**src/rtl/enc_dec_pkg.sv**
```systemverilog
// ============================================================================
// Module      : enc_dec_pkg
// Description : Shared register map, operation/width codes and launcher FSM
//               states for the encoder/decoder register controller.
// Revision    : 1.0 - initial release
// ============================================================================
`default_nettype none

package enc_dec_pkg;

  localparam int unsigned AMBA_ADDR_WIDTH_DEF = 20;
  localparam int unsigned AMBA_WORD_DEF       = 32;

  localparam logic [3:0] REG_CTRL_OFS           = 4'h0;
  localparam logic [3:0] REG_DATA_IN_OFS        = 4'h4;
  localparam logic [3:0] REG_CODEWORD_WIDTH_OFS = 4'h8;
  localparam logic [3:0] REG_NOISE_OFS          = 4'hC;

  typedef enum logic [1:0] {
    REG_CTRL           = 2'b00,
    REG_DATA_IN        = 2'b01,
    REG_CODEWORD_WIDTH = 2'b10,
    REG_NOISE          = 2'b11
  } reg_sel_e;

  typedef enum logic [1:0] {
    OP_ENCODE       = 2'b00,
    OP_DECODE       = 2'b01,
    OP_FULL_CHANNEL = 2'b10,
    OP_ILLEGAL      = 2'b11
  } op_e;

  // Width code bit 1 set means 32-bit regardless of bit 0.
  localparam logic [1:0] WIDTH_8B  = 2'b00;
  localparam logic [1:0] WIDTH_16B = 2'b01;
  localparam logic [1:0] WIDTH_32B = 2'b10;

  typedef enum logic [0:0] {
    IDLE = 1'b0,
    RUN  = 1'b1
  } fsm_state_e;

  function automatic reg_sel_e offset_to_sel(input logic [3:0] ofs);
    return reg_sel_e'(ofs[3:2]);
  endfunction

  function automatic logic is_launch_op(input logic [1:0] op);
    return (op != OP_ILLEGAL);
  endfunction

endpackage

`default_nettype wire

```
**src/rtl/apb_reg_ctrl_if.sv**
```systemverilog
// ============================================================================
// Module      : apb_reg_ctrl_if
// Description : APB slave bus bundle for apb_reg_ctrl. PSLVERR exists only
//               when APB_SLVERR_EN is defined.
// Revision    : 1.0 - initial release
// ============================================================================
`default_nettype none

interface apb_reg_ctrl_if #(
  parameter int AMBA_ADDR_WIDTH = 20,
  parameter int AMBA_WORD       = 32
);

  logic [AMBA_ADDR_WIDTH-1:0] PADDR;
  logic                       PSEL;
  logic                       PENABLE;
  logic                       PWRITE;
  logic [AMBA_WORD-1:0]       PWDATA;
  logic [AMBA_WORD-1:0]       PRDATA;
`ifdef APB_SLVERR_EN
  logic                       PSLVERR;
`endif

  modport master (
    output PADDR,
    output PSEL,
    output PENABLE,
    output PWRITE,
    output PWDATA,
`ifdef APB_SLVERR_EN
    input  PSLVERR,
`endif
    input  PRDATA
  );

  modport slave (
    input  PADDR,
    input  PSEL,
    input  PENABLE,
    input  PWRITE,
    input  PWDATA,
`ifdef APB_SLVERR_EN
    output PSLVERR,
`endif
    output PRDATA
  );

endinterface

`default_nettype wire

```
**src/rtl/apb_access_decode.sv**
```systemverilog
// ============================================================================
// Module      : apb_access_decode
// Description : Turns an APB access phase into per-register write strobes, a
//               read enable/select and (with APB_SLVERR_EN) an address error.
// Revision    : 1.0 - initial release
// ============================================================================
`default_nettype none

module apb_access_decode
  import enc_dec_pkg::*;
#(
  parameter int AMBA_ADDR_WIDTH = 20
) (
  input  wire logic                       i_psel,
  input  wire logic                       i_penable,
  input  wire logic                       i_pwrite,
  input  wire logic [AMBA_ADDR_WIDTH-1:0] i_paddr,
  output logic      [3:0]                 o_wr_strb,
  output logic                            o_rd_en,
  output reg_sel_e                        o_rd_sel,
`ifdef APB_SLVERR_EN
  output logic                            o_access,
  output logic                            o_addr_err,
`endif
  output logic                            o_unused_out
);

  logic     w_access;
  logic     w_addr_ok;
  reg_sel_e w_sel;

  assign w_access = i_psel & i_penable;
  assign w_sel    = offset_to_sel(i_paddr[3:0]);

`ifdef APB_SLVERR_EN
  // Any upper address bit set makes the access a no-op and an error.
  assign w_addr_ok    = (i_paddr[AMBA_ADDR_WIDTH-1:4] == '0);
  assign o_access     = w_access;
  assign o_addr_err   = w_access & ~w_addr_ok;
  assign o_unused_out = ^i_paddr[1:0];
`else
  // Upper address bits are don't-care, so the map aliases every 16 bytes.
  assign w_addr_ok    = 1'b1;
  assign o_unused_out = ^{i_paddr[AMBA_ADDR_WIDTH-1:4], i_paddr[1:0]};
`endif

  always_comb begin
    o_wr_strb = 4'b0000;
    if (w_access && i_pwrite && w_addr_ok) begin
      o_wr_strb[w_sel] = 1'b1;
    end
  end

  assign o_rd_en  = w_access & ~i_pwrite & w_addr_ok;
  assign o_rd_sel = w_sel;

endmodule

`default_nettype wire

```
**src/rtl/apb_reg_ctrl.sv**
```systemverilog
// ============================================================================
// Module      : apb_reg_ctrl
// Description : APB register bank and launcher for the encoder/decoder core.
//               Optional PSLVERR reporting enabled by APB_SLVERR_EN.
// Revision    : 1.0 - initial release
// ============================================================================
`default_nettype none

module apb_reg_ctrl
  import enc_dec_pkg::*;
#(
  parameter int AMBA_ADDR_WIDTH = 20,
  parameter int AMBA_WORD       = 32
) (
  input  wire logic                 clk,
  input  wire logic                 rst,
  apb_reg_ctrl_if.slave             apb,
  input  wire logic                 operation_done,
  output logic      [AMBA_WORD-1:0] ctrl,
  output logic      [AMBA_WORD-1:0] data_in,
  output logic      [AMBA_WORD-1:0] codeword_width,
  output logic      [AMBA_WORD-1:0] noise,
  output logic                      start,
  output logic                      busy
);

  logic [3:0]           w_wr_strb;
  logic                 w_rd_en;
  reg_sel_e             w_rd_sel;
  logic                 w_unused_dec;
  logic                 w_busy;
  logic                 w_launch;

  logic [AMBA_WORD-1:0] r_regs [4];
  logic [AMBA_WORD-1:0] r_prdata;
  fsm_state_e           r_state;
  logic                 r_start;

`ifdef APB_SLVERR_EN
  logic                 w_access;
  logic                 w_addr_err;
  logic                 w_err;
  logic                 r_pslverr;
`endif

  apb_access_decode #(
    .AMBA_ADDR_WIDTH (AMBA_ADDR_WIDTH)
  ) u_decode (
    .i_psel       (apb.PSEL),
    .i_penable    (apb.PENABLE),
    .i_pwrite     (apb.PWRITE),
    .i_paddr      (apb.PADDR),
    .o_wr_strb    (w_wr_strb),
    .o_rd_en      (w_rd_en),
    .o_rd_sel     (w_rd_sel),
`ifdef APB_SLVERR_EN
    .o_access     (w_access),
    .o_addr_err   (w_addr_err),
`endif
    .o_unused_out (w_unused_dec)
  );

  assign w_busy   = (r_state == RUN);
  assign w_launch = w_wr_strb[REG_CTRL] & ~w_busy & is_launch_op(apb.PWDATA[1:0]);

  // Writes arriving while busy (including the operation_done cycle) are dropped.
  always_ff @(posedge clk or negedge rst) begin
    if (!rst) begin
      for (int i = 0; i < 4; i++) begin
        r_regs[i] <= '0;
      end
    end else if (!w_busy) begin
      for (int i = 0; i < 4; i++) begin
        if (w_wr_strb[i]) begin
          r_regs[i] <= apb.PWDATA;
        end
      end
    end
  end

  always_ff @(posedge clk or negedge rst) begin
    if (!rst) begin
      r_prdata <= '0;
    end else if (w_rd_en) begin
      r_prdata <= r_regs[w_rd_sel];
    end
  end

  always_ff @(posedge clk or negedge rst) begin
    if (!rst) begin
      r_state <= IDLE;
      r_start <= 1'b0;
    end else begin
      r_start <= 1'b0;
      case (r_state)
        IDLE: begin
          if (w_launch) begin
            r_state <= RUN;
            r_start <= 1'b1;
          end
        end
        RUN: begin
          if (operation_done) begin
            r_state <= IDLE;
          end
        end
        default: r_state <= IDLE;
      endcase
    end
  end

`ifdef APB_SLVERR_EN
  assign w_err = w_addr_err |
                 (w_access & apb.PWRITE &
                  (w_busy | ((offset_to_sel(apb.PADDR[3:0]) == REG_CTRL) &&
                             (apb.PWDATA[1:0] == OP_ILLEGAL))));

  always_ff @(posedge clk or negedge rst) begin
    if (!rst) begin
      r_pslverr <= 1'b0;
    end else begin
      r_pslverr <= w_err;
    end
  end

  assign apb.PSLVERR = r_pslverr;
`endif

  assign apb.PRDATA     = r_prdata;
  assign ctrl           = r_regs[REG_CTRL];
  assign data_in        = r_regs[REG_DATA_IN];
  assign codeword_width = r_regs[REG_CODEWORD_WIDTH];
  assign noise          = r_regs[REG_NOISE];
  assign start          = r_start;
  assign busy           = w_busy;

endmodule

`default_nettype wire

```
**src/flat_wrapper.sv**
```systemverilog
// flat-port wrapper written by rule: the top's interface ports become plain ports
module apb_reg_ctrl_flat import enc_dec_pkg::*;
#(
  parameter int AMBA_ADDR_WIDTH = 20,
  parameter int AMBA_WORD       = 32
)
  (clk, rst, operation_done, ctrl, data_in, codeword_width, noise, start, busy, apb_PADDR, apb_PSEL, apb_PENABLE, apb_PWRITE, apb_PWDATA, apb_PRDATA);
  apb_reg_ctrl_if #(.AMBA_ADDR_WIDTH(AMBA_ADDR_WIDTH), .AMBA_WORD(AMBA_WORD)) apb_i ();
  input  wire logic clk;
  input  wire logic rst;
  input  wire logic operation_done;
  output logic      [AMBA_WORD-1:0] ctrl;
  output logic      [AMBA_WORD-1:0] data_in;
  output logic      [AMBA_WORD-1:0] codeword_width;
  output logic      [AMBA_WORD-1:0] noise;
  output logic start;
  output logic busy;
  input wire logic [$bits(apb_i.PADDR)-1:0] apb_PADDR;
  input wire logic [$bits(apb_i.PSEL)-1:0] apb_PSEL;
  input wire logic [$bits(apb_i.PENABLE)-1:0] apb_PENABLE;
  input wire logic [$bits(apb_i.PWRITE)-1:0] apb_PWRITE;
  input wire logic [$bits(apb_i.PWDATA)-1:0] apb_PWDATA;
  output wire logic [$bits(apb_i.PRDATA)-1:0] apb_PRDATA;
  assign apb_i.PADDR = apb_PADDR;
  assign apb_i.PSEL = apb_PSEL;
  assign apb_i.PENABLE = apb_PENABLE;
  assign apb_i.PWRITE = apb_PWRITE;
  assign apb_i.PWDATA = apb_PWDATA;
  assign apb_PRDATA = apb_i.PRDATA;
  apb_reg_ctrl #(.AMBA_ADDR_WIDTH(AMBA_ADDR_WIDTH), .AMBA_WORD(AMBA_WORD)) u_core (.clk(clk), .rst(rst), .apb(apb_i), .operation_done(operation_done), .ctrl(ctrl), .data_in(data_in), .codeword_width(codeword_width), .noise(noise), .start(start), .busy(busy));
endmodule
```
**config.mk**
```make
export PLATFORM = sky130hd
export DESIGN_NAME = apb_reg_ctrl_flat
export DESIGN_NICKNAME = d
export VERILOG_FILES = /design/src/rtl/enc_dec_pkg.sv /design/src/rtl/apb_reg_ctrl_if.sv /design/src/rtl/apb_access_decode.sv /design/src/rtl/apb_reg_ctrl.sv /design/src/flat_wrapper.sv
export SDC_FILE = /design/constraint.sdc
export NUM_CORES = 1
export LEC_CHECK = 0
export ABC_AREA = 1
export CAP_MARGIN = 20
export CORE_MARGIN = 4
export CORE_UTILIZATION = 49
export DETAILED_ROUTE_END_ITERATION = 12
export GPL_TIMING_DRIVEN = 0
export PLACE_DENSITY = 0.81
export SYNTH_ARGS = -nofsm -noshare
export SYNTH_HDL_FRONTEND = slang
export SYNTH_HIERARCHICAL = 1
export SYNTH_SLANG_ARGS = --single-unit
```
**constraint.sdc**
```tcl
create_clock -name clk -period 1.75 [get_ports clk]
set_clock_uncertainty 0.2 [all_clocks]
set_input_delay 0.4375 -clock clk [delete_from_list [all_inputs] [get_ports clk]]
set_output_delay 0.4375 -clock clk [all_outputs]
set_load 0.05 [all_outputs]
```
# After elaboration in Yosys (flattened, before gate mapping)
# Cells that the tools add are included.
totals:
  out_inout_bits: 162
  inputBits: 58
  elab_cells: 34
  regBits: 162
classes:
  reduce_logical: 6
  magnitude_cmp: 3
  n_eq_ne: 1
  muxes: 10
  bitwise_logic: 7
op_table:
  columns: ["cell", "count"]
  rows:
  - ["binary-select mux 32 bit (select 2 bit)", 1]
  - ["2-to-1 mux 32 bit", 2]
  - ["AND reduction 2 bit", 4]
  - ["AND 1 bit", 4]
  - ["2-to-1 mux 1 bit", 4]
  - ["2-to-1 mux 4 bit", 1]
  - ["greater-or-equal comparator 3 bit (second input constant)", 1]
  - ["< comparator 2 x 3 -> 1 bit (second input constant)", 1]
  - ["inverter 2 -> 3 bit", 1]
  - ["demux 1 bit (select 2 bit)", 1]
  - ["greater-or-equal comparator 2 x 1 -> 1 bit (second input constant)", 1]
  - ["logical AND 1 bit", 2]
  - ["!= test 2 bit (second input constant)", 1]
  - ["inverter 1 bit", 2]
  - ["one-hot mux 1 bit (2 select lines)", 1]

# Longest topological paths before layout
# Gate-level depths: netlist (run 1).
depth:
  word_depth: 9
  depth_mapped: 8
  depth_no_buf: 6

# Modules after synthesis
# Netlist (run 1), hierarchy kept.
modules_own_cells:
  columns: ["mod", "n_inst", "area_per_inst_um2", "seq_area_each_um2", "cells_each"]
  rows:
  - ["apb_reg_ctrl", 1, 7449.6, 4053.9, 962]
  - ["apb_access_decode", 1, 500.5, 0.0, 121]

# Worst setup path before layout (run 1)
# No wires, ideal clock.
synth_path:
  path_kind: "input-to-reg"
  from: "input apb_PSEL"
  to: "register u_core.r_regs (netlist bit u_core/ctrl[10])"
  path_slack_ns: 0.196
  setup_time_ns: 0.131
  t_required_ns: 1.419
  stages: 7
  n_path_buf: 2
  t_arrival_ns: 1.223
  path_cell_list: "nand3_1 nor3_1 nand2_2 buf_6 buf_4 nand2_1 o21ai_0"
synth_via:
  elab_chain_cells: 4
synth_rtl:
  columns: ["item", "line_no", "text"]
  rows:
  - ["start, declared", "flat_wrapper.sv:19", "input wire logic [$bits(apb_i.PSEL)-1:0] apb_PSEL;"]
  - ["AND 1 bit", "apb_access_decode.sv:32", "assign w_access = i_psel & i_penable;"]
  - ["logical AND 1 bit", "apb_access_decode.sv:49", "if (w_access && i_pwrite && w_addr_ok) begin"]
  - ["2-to-1 mux 4 bit", "apb_access_decode.sv:49", null]
  - ["net u_core.w_wr_strb[0]", "apb_reg_ctrl.sv:27", "logic [3:0] w_wr_strb;"]
  - ["AND reduction 2 bit (no source line)", null, null]
  - ["end signal, assigned by index", "apb_reg_ctrl.sv:75", "r_regs[i] <= apb.PWDATA;"]
  - ["end, declared", "apb_reg_ctrl.sv:34", "logic [AMBA_WORD-1:0] r_regs [4];"]
# The timed path passes the listed nets, and every way through them passes these cells.
# A chain may end at the register's enable or synchronous reset.

# Worst setup path in the final report (run 1)
layout_path:
  from: "register u_core.r_regs (netlist bit u_core/data_in[11])"
  to: "output data_in[11]"
layout_lines:
  columns: ["item", "line_no", "text"]
  rows:
  - ["end, declared", "flat_wrapper.sv:13", "output logic [AMBA_WORD-1:0] data_in;"]
# No word-level cell between the ends.

==> flow_metrics.env, run 1 <==
export IMPL_hp_class="reg2reg"
export IMPL_clk_pin_slew_worst_paths_ns=0.06
export IMPL_p_seq_share_pct=35.7
export IMPL_syn_nets=1031
export IMPL_cts_sinks=162
export IMPL_cp_max_fo=3
export IMPL_whs_endpoint="u_core/apb.PRDATA[5]"
export IMPL_max_stage_delay_ns=0.39
export IMPL_path_buf_inv=1
export IMPL_cts_root_buf="clkbuf_16"
export IMPL_final_util_pct=67.5
export IMPL_dieArea_um2=17400
export IMPL_die_height_um=132
export IMPL_cp_top_family="flip-flops"
export IMPL_fmax_ghz=0.577
export IMPL_cts_tree="yes"
export IMPL_grtUsageMet3_pct=7.21
export IMPL_initial_utilization_pct=50.9
export IMPL_routabilityCongestion=0.872
export IMPL_clk_latency_ns=0.42
export IMPL_firstDrtPassIters=5
export IMPL_status="complete, no violations"
export IMPL_final_common_cell="nand2_1"
export IMPL_place_hpwl_um=16700
export IMPL_worstSetupPathType="reg2out"
export IMPL_crit_path_start_kind="flop"
export IMPL_hold_path_startpoint="u_core/apb.PRDATA[5]"
export IMPL_p_leak_nw=5.60
export IMPL_relSlewSlack_pct=60.5
export IMPL_drt_wl_total_um=24200
export IMPL_vias_per_cell=5.21
export IMPL_crit_path_cell_trace="buf_2"
export IMPL_setup_slack_ns=0.0173
export IMPL_place_inst=1359
export IMPL_synth_area_um2=7500
export IMPL_io_pins=220
export IMPL_ant_nets=0
export IMPL_fin_cells=1400
export IMPL_slew_viol_final=0
export IMPL_setup_viol=0
export IMPL_dieWidth_um=132
export IMPL_setup_tns_ns=0
export IMPL_r2r_end="u_core/busy"
export IMPL_power_density_nw_per_um2=1460
export IMPL_antenna_found_initial=2
export IMPL_crit_slowest_cell="dfrtp_1"
export IMPL_worst_setup_path_end_kind="output pin"
export IMPL_nNetsFinal=1260
export IMPL_reg2reg_slack_ns=0.16
export IMPL_grt_max_degree=83
export IMPL_busiest_layer="met2"
export IMPL_p_clk_share_pct=25.0
export IMPL_swShare_pct=43.8
export IMPL_use_met1_pct=37.1
export IMPL_min_period_ns=1.73
export IMPL_ir_drop_mv=0.758
export IMPL_worst_slew_pin_slew_ns=0.592
export IMPL_syn_inst=973
export IMPL_cts_max_level=4
export IMPL_core_area_um2=14800
export IMPL_final_cell_mix="nand2_1 (387), inv_1 (165), dfrtp_1 (162)"
export IMPL_grt_pass1_wl_um=38600
export IMPL_critical_path_arrival_ns=1.10
export IMPL_cts_max_path_buffers=2
export IMPL_area_delta_synth_final_pct=32.6
export IMPL_reg2reg_depth=4
export IMPL_worstPathRequired_ns=1.11
export IMPL_hold_path_depth=2
export IMPL_globalRouteOverflowTotal=0
export IMPL_nFillCells=1279
export IMPL_num_vias=7299
export IMPL_wl_per_cell_um=17.3
export IMPL_internal_power_mw=8.17
export IMPL_io_buffers=201
export IMPL_whs_ns=0.275
export IMPL_grt_use_met2_pct=45.2
export IMPL_drive_gt1_share_pct=21.6
export IMPL_dr_first_iter_drc_count=860
export IMPL_drv_cap=0
export IMPL_ys_warn_count=6
export IMPL_grtUsageTotal_pct=28.2
export IMPL_dp_slack_ns=-0.689
export IMPL_pwr_share_comb_pct=39.2
export IMPL_reg2reg_from="u_core/busy"
export IMPL_rsz0062_at_grt="no"
export IMPL_fin_crit_sh_pct=99.0
export IMPL_syn_area_per_cell_um2=7.71
export IMPL_switchingPower_mw=6.37
export IMPL_num_rows=44
export IMPL_drc=0
export IMPL_grt_pass1_vias=7187
export IMPL_hold_violations=0
export IMPL_cts_buffers=17
repair_timing:
item	in CTS	in global routing
cloned	3	0
setup endpoints to repair	313	163
gates resized for setup	862	92
hold buffers	1	0
endpoints found under the hold margin	81	0
buffers inserted	4	0
pin swaps	6	0
power groups by stage:
| stage | Clock, mW | Sequential, mW | Combinational [mW] |
|---|---|---|---|
| 6_report | 3.64 | 5.20 | 5.71 |
| 2_1_floorplan | 0 | 7.91 | 1.21 |
| 3_3_place_gp | 0 | 5.24 | 6.09 |
| 5_1_grt | 3.84 | 5.31 | 6.08 |
| 4_1_cts | 3.69 | 5.18 | 5.52 |
| 3_5_place_dp | 0 | 5.26 | 6.18 |
worst max path at each step:
stage	slack (ns)	end	depth (start not counted)	from
5_1_grt	0.00003	data_in[2]	1	u_core/data_in[2]
4_1_cts	0.002	data_in[31]	1	u_core/data_in[31]
6_report	0.02	data_in[11]	1	u_core/data_in[11]
2_1_floorplan	0.20	u_core/ctrl[10]	7	apb_PSEL
3_3_place_gp	-6.32	u_core/apb.PRDATA[19]	1	rst
3_5_place_dp	-0.69	u_core/noise[28]	6	apb_PSEL
per-stage QoR:
step	total power [mW]	cell area [um^2]
finish	14.5	9950
global route	15.2	9950
CTS	14.4	9740
detailed placement	11.4	9780
global placement	11.3	9750
floorplan	9.13	7500
sequential cells by signal, summed over array words and instances (netlist names):
name / flops
u_core/start: 1
u_core/data_in: 32
u_core/noise: 32
u_core/apb.PRDATA: 32
u_core/codeword_width: 32
u_core/ctrl: 32
u_core/busy: 1
metal layers:
metal  vias to the layer above  share of wire [%]
met4                         2                2.7
met1                      3454                 40
met2                       382                 47
li1                       3407                  -
met5                         -              0.050
met3                        54                9.9
layout make-up:
cell class | count | area (um^2) | area share (%)
diodes | 1 | 2.50 | 0.0251
inverters | 167 | 627 | 6.30
multi-input cells | 593 | 2550 | 25.6
flip-flops and latches | 162 | 4050 | 40.7
plain buffers | 54 | 409 | 4.11
well taps | 184 | 230 | 2.31
clock buffers | 25 | 515 | 5.18
clock inverters | 7 | 72.6 | 0.729
repair buffers | 207 | 1500 | 15.0
(Power assumes the default switching activity.)
==> run 2, diff against run 1 <==
--- a/config.mk
+++ b/config.mk
@@ -5,13 +5,13 @@
 export SDC_FILE = /design/constraint.sdc
 export NUM_CORES = 1
 export LEC_CHECK = 0
-export ABC_AREA = 1
 export CAP_MARGIN = 20
 export CORE_MARGIN = 4
-export CORE_UTILIZATION = 49
+export CORE_UTILIZATION = 48
+export CTS_CLUSTER_DIAMETER = 80
 export DETAILED_ROUTE_END_ITERATION = 12
 export GPL_TIMING_DRIVEN = 0
-export PLACE_DENSITY = 0.81
+export PLACE_DENSITY = 0.8
 export SYNTH_ARGS = -nofsm -noshare
 export SYNTH_HDL_FRONTEND = slang
 export SYNTH_HIERARCHICAL = 1
==> run 2 against run 1 <==
Compared with the run above: register-to-register slack got worse by 0.02 ns; global-route usage decreased by 4.7 points; die area up 2.4%; sequential share of layout area down 0.40 points; critical endpoint is now u_core/codeword_width[3].
==> flow_metrics.env, run 2 <==
export IMPL_pwr_share_comb_pct=41.6
export IMPL_worstSetupPathType="in2reg"
export IMPL_drt_wl_total_um=20600
export IMPL_fmax_ghz=0.576
export IMPL_num_vias=4910
export IMPL_worstPathRequired_ns=1.86
export IMPL_whs_endpoint="u_core/apb.PRDATA[31]"
export IMPL_grt_max_degree=92
export IMPL_syn_inst=471
export IMPL_clk_latency_ns=0.42
export IMPL_reg2reg_from="u_core/busy"
export IMPL_nNetsFinal=754
export IMPL_p_clk_share_pct=24.2
export IMPL_worst_slew_pin_slew_ns=0.543
export IMPL_crit_path_start_kind="primary input"
export IMPL_grtUsageTotal_pct=23.5
export IMPL_cts_sinks=162
export IMPL_multiInputGateArea_um2=3120
export IMPL_drc=0
export IMPL_final_common_cell="dfrtp_1"
export IMPL_hold_path_depth=4
export IMPL_dieWidth_um=133
export IMPL_place_hpwl_um=14000
export IMPL_vias_per_cell=5.34
export IMPL_cts_root_buf="clkbuf_16"
export IMPL_seqCellArea_um2=4060
export IMPL_nFillCells=1165
export IMPL_initial_utilization_pct=49.2
export IMPL_io_buffers=201
export IMPL_hold_violations=0
export IMPL_wl_met3_um=1220
export IMPL_cts_max_path_buffers=2
export IMPL_firstDrtPassIters=4
export IMPL_wl_met2_um=10300
export IMPL_dieArea_um2=17800
export IMPL_num_rows=45
export IMPL_cts_buffers=17
export IMPL_met1_length_um=8640
export IMPL_area_delta_synth_final_pct=33.4
export IMPL_syn_nets=529
export IMPL_antenna_found_initial=0
export IMPL_min_period_ns=1.73
export IMPL_reg2reg_depth=4
export IMPL_slew_viol_final=0
export IMPL_fin_area_um2=10100
export IMPL_status="complete, no violations"
export IMPL_top_layer_used="met4"
export IMPL_internal_power_mw=9.28
export IMPL_cp_max_fo=8
export IMPL_wl_per_cell_um=22.4
export IMPL_power_mw=15.9
export IMPL_swShare_pct=41.8
export IMPL_globalRouteOverflowTotal=0
export IMPL_hp_class="in2reg"
export IMPL_r2r_end="u_core/data_in[23]"
export IMPL_relSlewSlack_pct=63.8
export IMPL_routabilityCongestion=0.811
export IMPL_power_density_nw_per_um2=1590
export IMPL_ir_drop_mv=0.871
export IMPL_grt_pass1_wl_um=32000
export IMPL_critical_path_arrival_ns=1.84
export IMPL_p_seq_share_pct=34.2
export IMPL_cts_tree="yes"
export IMPL_worst_setup_path_end_kind="flop"
export IMPL_synth_area_um2=7540
export IMPL_cts_max_level=4
export IMPL_grt_pass1_vias=5435
export IMPL_dr_first_iter_drc_count=366
export IMPL_clk_pin_slew_worst_paths_ns=0.06
export IMPL_antenna_cells=0
export IMPL_io_pins=220
export IMPL_drv_cap=0
export IMPL_place_area_um2=9870
export IMPL_core_area_um2=15300
export IMPL_ys_warn_count=6
export IMPL_switchingPower_mw=6.67
export IMPL_setup_viol=0
export IMPL_p_leak_nw=4.86
export IMPL_final_util_pct=65.7
export IMPL_final_cell_mix="dfrtp_1 (161), mux2_4 (118), clkbuf_4 (73)"
export IMPL_reg2reg_slack_ns=0.14
export IMPL_ant_nets=0
export IMPL_drive_gt1_share_pct=50.9
export IMPL_die_height_um=133
export IMPL_hold_path_startpoint="apb_PWRITE"
export IMPL_syn_area_per_cell_um2=16.0
export IMPL_fin_crit_sh_pct=99.1
## run 2: final cells by class
cell class / count / share of cell area (%)
inverter: 1 / 0.0373
sequential: 162 / 40.3
clock buffer: 25 / 4.93
multi-input combinational: 274 / 31.1
clock inverter: 7 / 1.22
tap: 211 / 2.63
timing repair buffer: 207 / 15.6
buffer: 33 / 4.18
## run 2: per-stage QoR
| stage | instances | setup WS, ns | TNS (ns) | hold slack [ns] |
|---|---|---|---|---|
| 3_3_place_gp | 883 | -6.09 | -1095.86 | 0.277 |
| 2_1_floorplan | 471 | -0.0543 | -4.55 | -0.0581 |
| 4_1_cts | 918 | 0.00113 | 0 | 0.297 |
| 6_report | 920 | 0.0151 | 0 | 0.254 |
| 3_5_place_dp | 884 | -0.814 | -118.11 | 0.288 |
| 5_1_grt | 920 | -0.0155 | -0.134 | 0.251 |
## run 2: worst max-delay path by stage
| stage | to | from | cells past startpoint | slack, ns |
|---|---|---|---|---|
| 3_5_place_dp | u_core/apb.PRDATA[25] | apb_PSEL | 6 | -0.81 |
| 4_1_cts | codeword_width[26] | u_core/codeword_width[26] | 1 | 0.001 |
| 5_1_grt | u_core/codeword_width[5] | apb_PSEL | 8 | -0.02 |
| 6_report | u_core/codeword_width[3] | apb_PSEL | 8 | 0.02 |
| 3_3_place_gp | u_core/codeword_width[14] | rst | 1 | -6.09 |
| 2_1_floorplan | u_core/ctrl[10] | apb_PSEL | 6 | -0.05 |
## run 2: metal layers
| metal | track usage (%) | vias to the layer above |
|---|---|---|
| met1 | 29.9 | 2541 |
| met2 | 39.1 | 193 |
| li1 | - | 2151 |
| met4 | 8.57 | 0 |
| met5 | 0 | - |
| met3 | 5.85 | 25 |
## run 2: critical path, cell delays in order
cell and delay, ns:
clkdlybuf4s15_1 0.18, and3_4 0.20, nand2_1 0.05, nor2_1 0.14, nor2b_4 0.19, buf_12 0.17, clkbuf_16 0.17, mux2_4 0.29
## run 2: repair_timing
action / 4_1_cts / 5_1_grt
hold endpoints to repair: 71 / 0
setup buffers: 2 / 0
resized for setup: 853 / 91
setup endpoints to repair: 324 / 227
pin swaps: 2 / 2
hold buffers: 1 / 0
gates cloned: 1 / 2
## run 2: power by group through the flow
stage          registers (mW)  logic [mW]  clock network (mW)
3_5_place_dp             5.51        7.23                   0
2_1_floorplan            8.57        1.54                   0
6_report                 5.45        6.64                3.86
3_3_place_gp             5.45        7.12                   0
4_1_cts                  5.44        6.47                3.94
5_1_grt                  5.58        6.88                4.08
==> edit 1: new RTL, config.mk and constraints of run 2 <==
`AMBA_ADDR_WIDTH` is set to 20 in 4 places; all go to 30.
--- a/src/rtl/apb_reg_ctrl_if.sv
+++ b/src/rtl/apb_reg_ctrl_if.sv
@@ -9,3 +9,3 @@
 interface apb_reg_ctrl_if #(
-  parameter int AMBA_ADDR_WIDTH = 20,
+  parameter int AMBA_ADDR_WIDTH = 30,
   parameter int AMBA_WORD       = 32
--- a/src/rtl/apb_access_decode.sv
+++ b/src/rtl/apb_access_decode.sv
@@ -11,3 +11,3 @@
 #(
-  parameter int AMBA_ADDR_WIDTH = 20
+  parameter int AMBA_ADDR_WIDTH = 30
 ) (
--- a/src/rtl/apb_reg_ctrl.sv
+++ b/src/rtl/apb_reg_ctrl.sv
@@ -11,3 +11,3 @@
 #(
-  parameter int AMBA_ADDR_WIDTH = 20,
+  parameter int AMBA_ADDR_WIDTH = 30,
   parameter int AMBA_WORD       = 32
--- a/src/flat_wrapper.sv
+++ b/src/flat_wrapper.sv
@@ -3,3 +3,3 @@
 #(
-  parameter int AMBA_ADDR_WIDTH = 20,
+  parameter int AMBA_ADDR_WIDTH = 30,
   parameter int AMBA_WORD       = 32
Interface: changed (resized apb_PADDR); port bits go from 220 to 230. No check against the original RTL was run, so the function may have changed too.
==> edit 1 against run 2 <==
Sequential cell count did not move; routed wire length barely moved; via count fell by 0.22%; cell area did not move; total power barely moved; area after synthesis did not move; setup slack improved by 0.0034 ns; critical path type unchanged.
==> edit 1: results (changes against run 2) <==
| Metric | Value |
|---|---|
| Status | `completed (unchanged)` |
| Clock transition at path regs | `0.06 ns (about the same)` |
| Cts bufs inserted | `17 (unchanged)` |
| Tightest Hold Check Type | `primary input to flop (unchanged)` |
| Critical R2R Launch | `u_core/busy$_DFF_PN0_ (unchanged)` |
| # placed instances | `884 (unchanged)` |
| Maximum vdd drop | `871 uV (about the same)` |
| Sw power | `6.68 mW (was 6.67 mW)` |
| Max cap viols | `0 (unchanged)` |
| Delay-heaviest family, CP | `simple AND/OR/NAND/NOR gates (unchanged)` |
| Post-DP Area | `9870 sq um (unchanged)` |
| Clock root cell | `clkbuf_16 (unchanged)` |
| Vias per cell | `5.33 (was 5.34)` |
| Antenna cells | `0 (unchanged)` |
| Vias in the first global route | `5,435 (unchanged)` |
| Worst slew pin tran | `0.544 ns (was 0.543 ns)` |
| Leakage power total | `4.86 nW (unchanged)` |
| Initial antenna violation count | `0 (unchanged)` |
| Beginning of the critical path | `apb_PSEL (unchanged)` |
| Post-Route WL | `20.6 mm (about the same)` |
| Syn Area/Cell | `16.0 sq um (unchanged)` |
| Worst skew pair latency | `0.42 ns (about the same)` |
| First-pass GRT wire length | `32.0 mm (unchanged)` |
| Synth warn | `6 (unchanged)` |
| Net Count, Synth | `539 (was 529)` |
| Max incr delay on CP | `0.29 ns (about the same)` |
| Worst path slowest cell | `mux2_4 (unchanged)` |
| Gp weighted congestion | `0.811 (unchanged)` |
| CP Max Fanout | `8 (unchanged)` |
| Drt wl/cell | `22.4 um (about the same)` |
| Gr usage total | `0.235 (unchanged)` |
| Share of cells above drive strength 1 | `0.509 (unchanged)` |
| DP Wirelength | `14.0 mm (unchanged)` |
| Finished Cell Area | `10,100 sq um (unchanged)` |
| Largest net degree at the start of global routing | `92 (unchanged)` |
| # H-tree levels | `4 (unchanged)` |
| Hold Path Origin | `apb_PWRITE (unchanged)` |
| Detailed router's first-iteration violation count | `306 (was 366)` |
| First-pass DRT Iterations | `4 (unchanged)` |
| Buffer depth of the longest clock path | `2 (unchanged)` |
| Final nets | `764 (was 754)` |
| Port Buffer Count | `201 (unchanged)` |
| Filler cells | `1,165 (unchanged)` |
edit 1: worst reg2reg max path, cell delays in order (launching register included):
cell     delay [ns]
dfrtp_2        0.47
nor2b_1        0.16
buf_6          0.16
buf_8          0.19
mux2_4         0.32
edit 1: layout make-up:
type	count	share of cell area
multi-input combinational	274	0.311
buffer	33	0.0418
tap	211	0.0263
sequential	162	0.403
timing repair buffer	207	0.156
clock inverter	7	0.0122
inverter	1	0.000373
clock buffer	25	0.0493
edit 1: layer usage:
layer / share of wire / vias up / track usage
met1: 0.42 / 2540 / 0.299
met4: 0.021 / 0 / 0.0857
met5: 0 / - / 0
met3: 0.060 / 25 / 0.0585
met2: 0.50 / 178 / 0.391
li1: - / 2156 / -
edit 1: metrics by stage:
| step | power [mW] | setup TNS [ns] | setup WS, ns |
|---|---|---|---|
| after floorplan | 10.1 | -4.55 | -0.0543 |
| after global placement | 12.6 | -1095.86 | -6.09 |
| after detailed placement | 12.7 | -118.11 | -0.814 |
| after CTS | 15.8 | 0 | 0.00113 |
| after global routing | 16.5 | -0.134 | -0.0155 |
| final | 16.0 | 0 | 0.0185 |
edit 1: final timing paths:
check                                                       end  slack, ns  cells past startpoint
setup / recovery           u_core/codeword_width[3]$_DFFE_PN0P_       0.02                      8
hold / removal                u_core/apb.PRDATA[31]$_DFFE_PN0P_       0.25                      4
setup reg to reg                 u_core/data_in[26]$_DFFE_PN0P_       0.14                      4
hold reg to reg                u_core/apb.PRDATA[2]$_DFFE_PN0P_       0.30                      2
max in group asynchronous                 u_core/busy$_DFF_PN0_       0.24                      3
min in group asynchronous           u_core/noise[4]$_DFFE_PN0P_       0.31                      2
edit 1: power by group through the flow:
stage	combinational (mW)	clock, mW	sequential, mW
finish	6.64	3.87	5.45
global route	6.88	4.08	5.58
CTS	6.47	3.94	5.44
detailed placement	7.23	0	5.51
global placement	7.12	0	5.45
floorplan	1.54	0	8.57
edit 1: timing repair:
action	4_1_cts	5_1_grt
pin swaps	2	2
setup buffers	2	0
hold buffers	1	0
setup endpoints to repair	324	227
resized for setup	853	91
endpoints found under the hold margin	71	0
gates cloned	1	2
==> edit 2: new RTL, flow settings as in run 2 <==
Made on the original files. Put a register stage on the outputs `ctrl`, `data_in`, `codeword_width`, `noise` and `busy`, cleared by the reset. The values now appear one clock later. The other outputs are not delayed to match. Comments in the files are not updated.
--- a/src/rtl/apb_reg_ctrl.sv
+++ b/src/rtl/apb_reg_ctrl.sv
@@ -129,8 +129,18 @@
   assign apb.PRDATA     = r_prdata;
-  assign ctrl           = r_regs[REG_CTRL];
-  assign data_in        = r_regs[REG_DATA_IN];
-  assign codeword_width = r_regs[REG_CODEWORD_WIDTH];
-  assign noise          = r_regs[REG_NOISE];
   assign start          = r_start;
-  assign busy           = w_busy;
+  always_ff @(posedge clk or negedge rst) begin
+    if (!rst) begin
+      ctrl           <= '0;
+      data_in        <= '0;
+      codeword_width <= '0;
+      noise          <= '0;
+      busy           <= '0;
+    end else begin
+      ctrl           <= r_regs[REG_CTRL];
+      data_in        <= r_regs[REG_DATA_IN];
+      codeword_width <= r_regs[REG_CODEWORD_WIDTH];
+      noise          <= r_regs[REG_NOISE];
+      busy           <= w_busy;
+    end
+  end
 
Behaviour: not the same (a bounded check fails within 4 cycles, from zero or initial values and one cycle with rst low).
==> edit 2 against run 2 <==
Area after synthesis increased by 43%; total power grew 44%; cell count increased by 27%; setup slack worse by 0.014 ns; sequential power rose by 74%; utilization rose by 0.85 points; critical path depth is 7 lower; synthesized cell count up 27%; worst hold slack got worse by 0.12 ns; routed wire length is 23% higher; sequential cell count grew 129; cell area rose by 45%.
==> edit 2: results (changes against run 2) <==
| Metric | Value |
|---|---|
| Clock root cell | `clkbuf_16 (unchanged)` |
| # placed instances | `1,083 (was 884)` |
| Leakage power total | `6.95 nW (was 4.86 nW)` |
| Tightest Hold Check Type | `primary input to flop (unchanged)` |
| Post-Route WL | `25.4 mm (was 20.6 mm)` |
| Via count | `6,007 (was 4,910)` |
| Largest net degree at the start of global routing | `125 (was 92)` |
| Buffer depth of the longest clock path | `3 (was 2)` |
| Critical R2R Launch | `u_core/r_state$_DFF_PN0_ (was u_core/busy$_DFF_PN0_)` |
| Port Buffer Count | `201 (unchanged)` |
| Worst path slowest cell | `dfrtp_1 (was mux2_4)` |
| CP Max Fanout | `2 (was 8)` |
| Post-DP Area | `13,200 sq um (was 9870 sq um)` |
| Gp weighted congestion | `0.783 (was 0.811)` |
| Non-Filler Instances | `1,165 (was 920)` |
| Worst Path Buf+Inv | `1 (was 3)` |
| Beginning of the critical path | `u_core/apb.PRDATA[25]$_DFFE_PN0P_ (was apb_PSEL)` |
| Detailed router's first-iteration violation count | `264 (was 366)` |
| Setup Slack @ Placement | `-1.04 ns (was -0.814 ns)` |
| Worst Path Arrival | `1.11 ns (was 1.84 ns)` |
| Slew headroom | `0.603 (was 0.638)` |
| Reg with most FFs | `u_core/r_regs` |
| Share of cells above drive strength 1 | `0.460 (was 0.509)` |
| Synth warn | `6 (unchanged)` |
| Status | `completed (unchanged)` |
| Vias in the first global route | `6,468 (was 5,435)` |
| Hold Path Origin | `apb_PWRITE (unchanged)` |
| Cts bufs inserted | `29 (was 17)` |
| Initial antenna violation count | `1 (was 0)` |
| First-pass DRT Iterations | `4 (unchanged)` |
| Final nets | `923 (was 754)` |
| Clock transition at path regs | `0.07 ns` |
| Max incr delay on CP | `0.41 ns (was 0.29 ns)` |
| Delay-heaviest family, CP | `flip-flops (was simple AND/OR/NAND/NOR gates)` |
| Net Count, Synth | `658 (was 529)` |
| Syn Area/Cell | `18.0 sq um (was 16.0 sq um)` |
| # H-tree levels | `1 (was 4)` |
| Gr usage total | `0.201 (was 0.235)` |
| Setup TNS Final | `0 ns (unchanged)` |
| DP Wirelength | `16.5 mm (was 14.0 mm)` |
| First-pass GRT wire length | `38.6 mm (was 32.0 mm)` |
| Worst skew pair latency | `0.53 ns (was 0.42 ns)` |
| Max FFs per register | `~130` |
| Maximum vdd drop | `1090 uV (was 871 uV)` |
## edit 2: stage by stage
step,utilization,hold slack (ns)
detailed placement,0.602,0.188
CTS,0.654,0.202
global placement,0.600,0.177
finish,0.665,0.138
floorplan,-,-0.0581
global route,0.665,0.144
## edit 2: what timing repair did
| action | CTS | global route |
|---|---|---|
| gates resized for setup | 1074 | 48 |
| endpoints found under the hold margin | 73 | 0 |
| pin swaps | 1 | 1 |
| gates cloned | 4 | 1 |
| setup endpoints to repair | 312 | 249 |
| buffers inserted | 19 | 11 |
| hold buffers | 1 | 0 |
## edit 2: area by class of cell
cell class	instances	area, sq um
antenna	1	2.50
buffer	32	405
clock buffer	40	807
multi-input combinational	274	3140
tap	280	350
inverter	1	3.75
fill	1511	7350
clock inverter	10	90.1
sequential	291	7280
timing repair buffer	236	2520
## edit 2: worst paths after layout
path / end / slack [ns] / depth (start not counted)
min in group asynchronous: u_core/noise[11]$_DFF_PN0_ / 0.28 / 2
setup reg to reg: u_core/r_regs[102]$_DFFE_PN0P_ / 0.09 / 4
hold reg to reg: u_core/ctrl[5]$_DFF_PN0_ / 0.19 / 0
hold / removal: u_core/apb.PRDATA[0]$_DFFE_PN0P_ / 0.14 / 4
max in group asynchronous: u_core/noise[23]$_DFF_PN0_ / 0.20 / 3
setup / recovery: apb_PRDATA[25] / 0.001 / 1
## edit 2: power breakdown
part / switching, mW / total (mW) / internal, mW
Sequential: 1.15 / 9.51 / 8.36
Clock: 2.46 / 5.82 / 3.36
Combinational: 4.52 / 7.57 / 3.04
## edit 2: per-layer routing
layer  share of wire  GRT usage  routed length, um  up-vias
met5               0          0                  0        -
met4           0.034     0.0630                863        0
met3           0.053     0.0323               1340       45
met2            0.48      0.332              12200      181
met1            0.43      0.278              11000     3120
li1                -          -                  -     2661
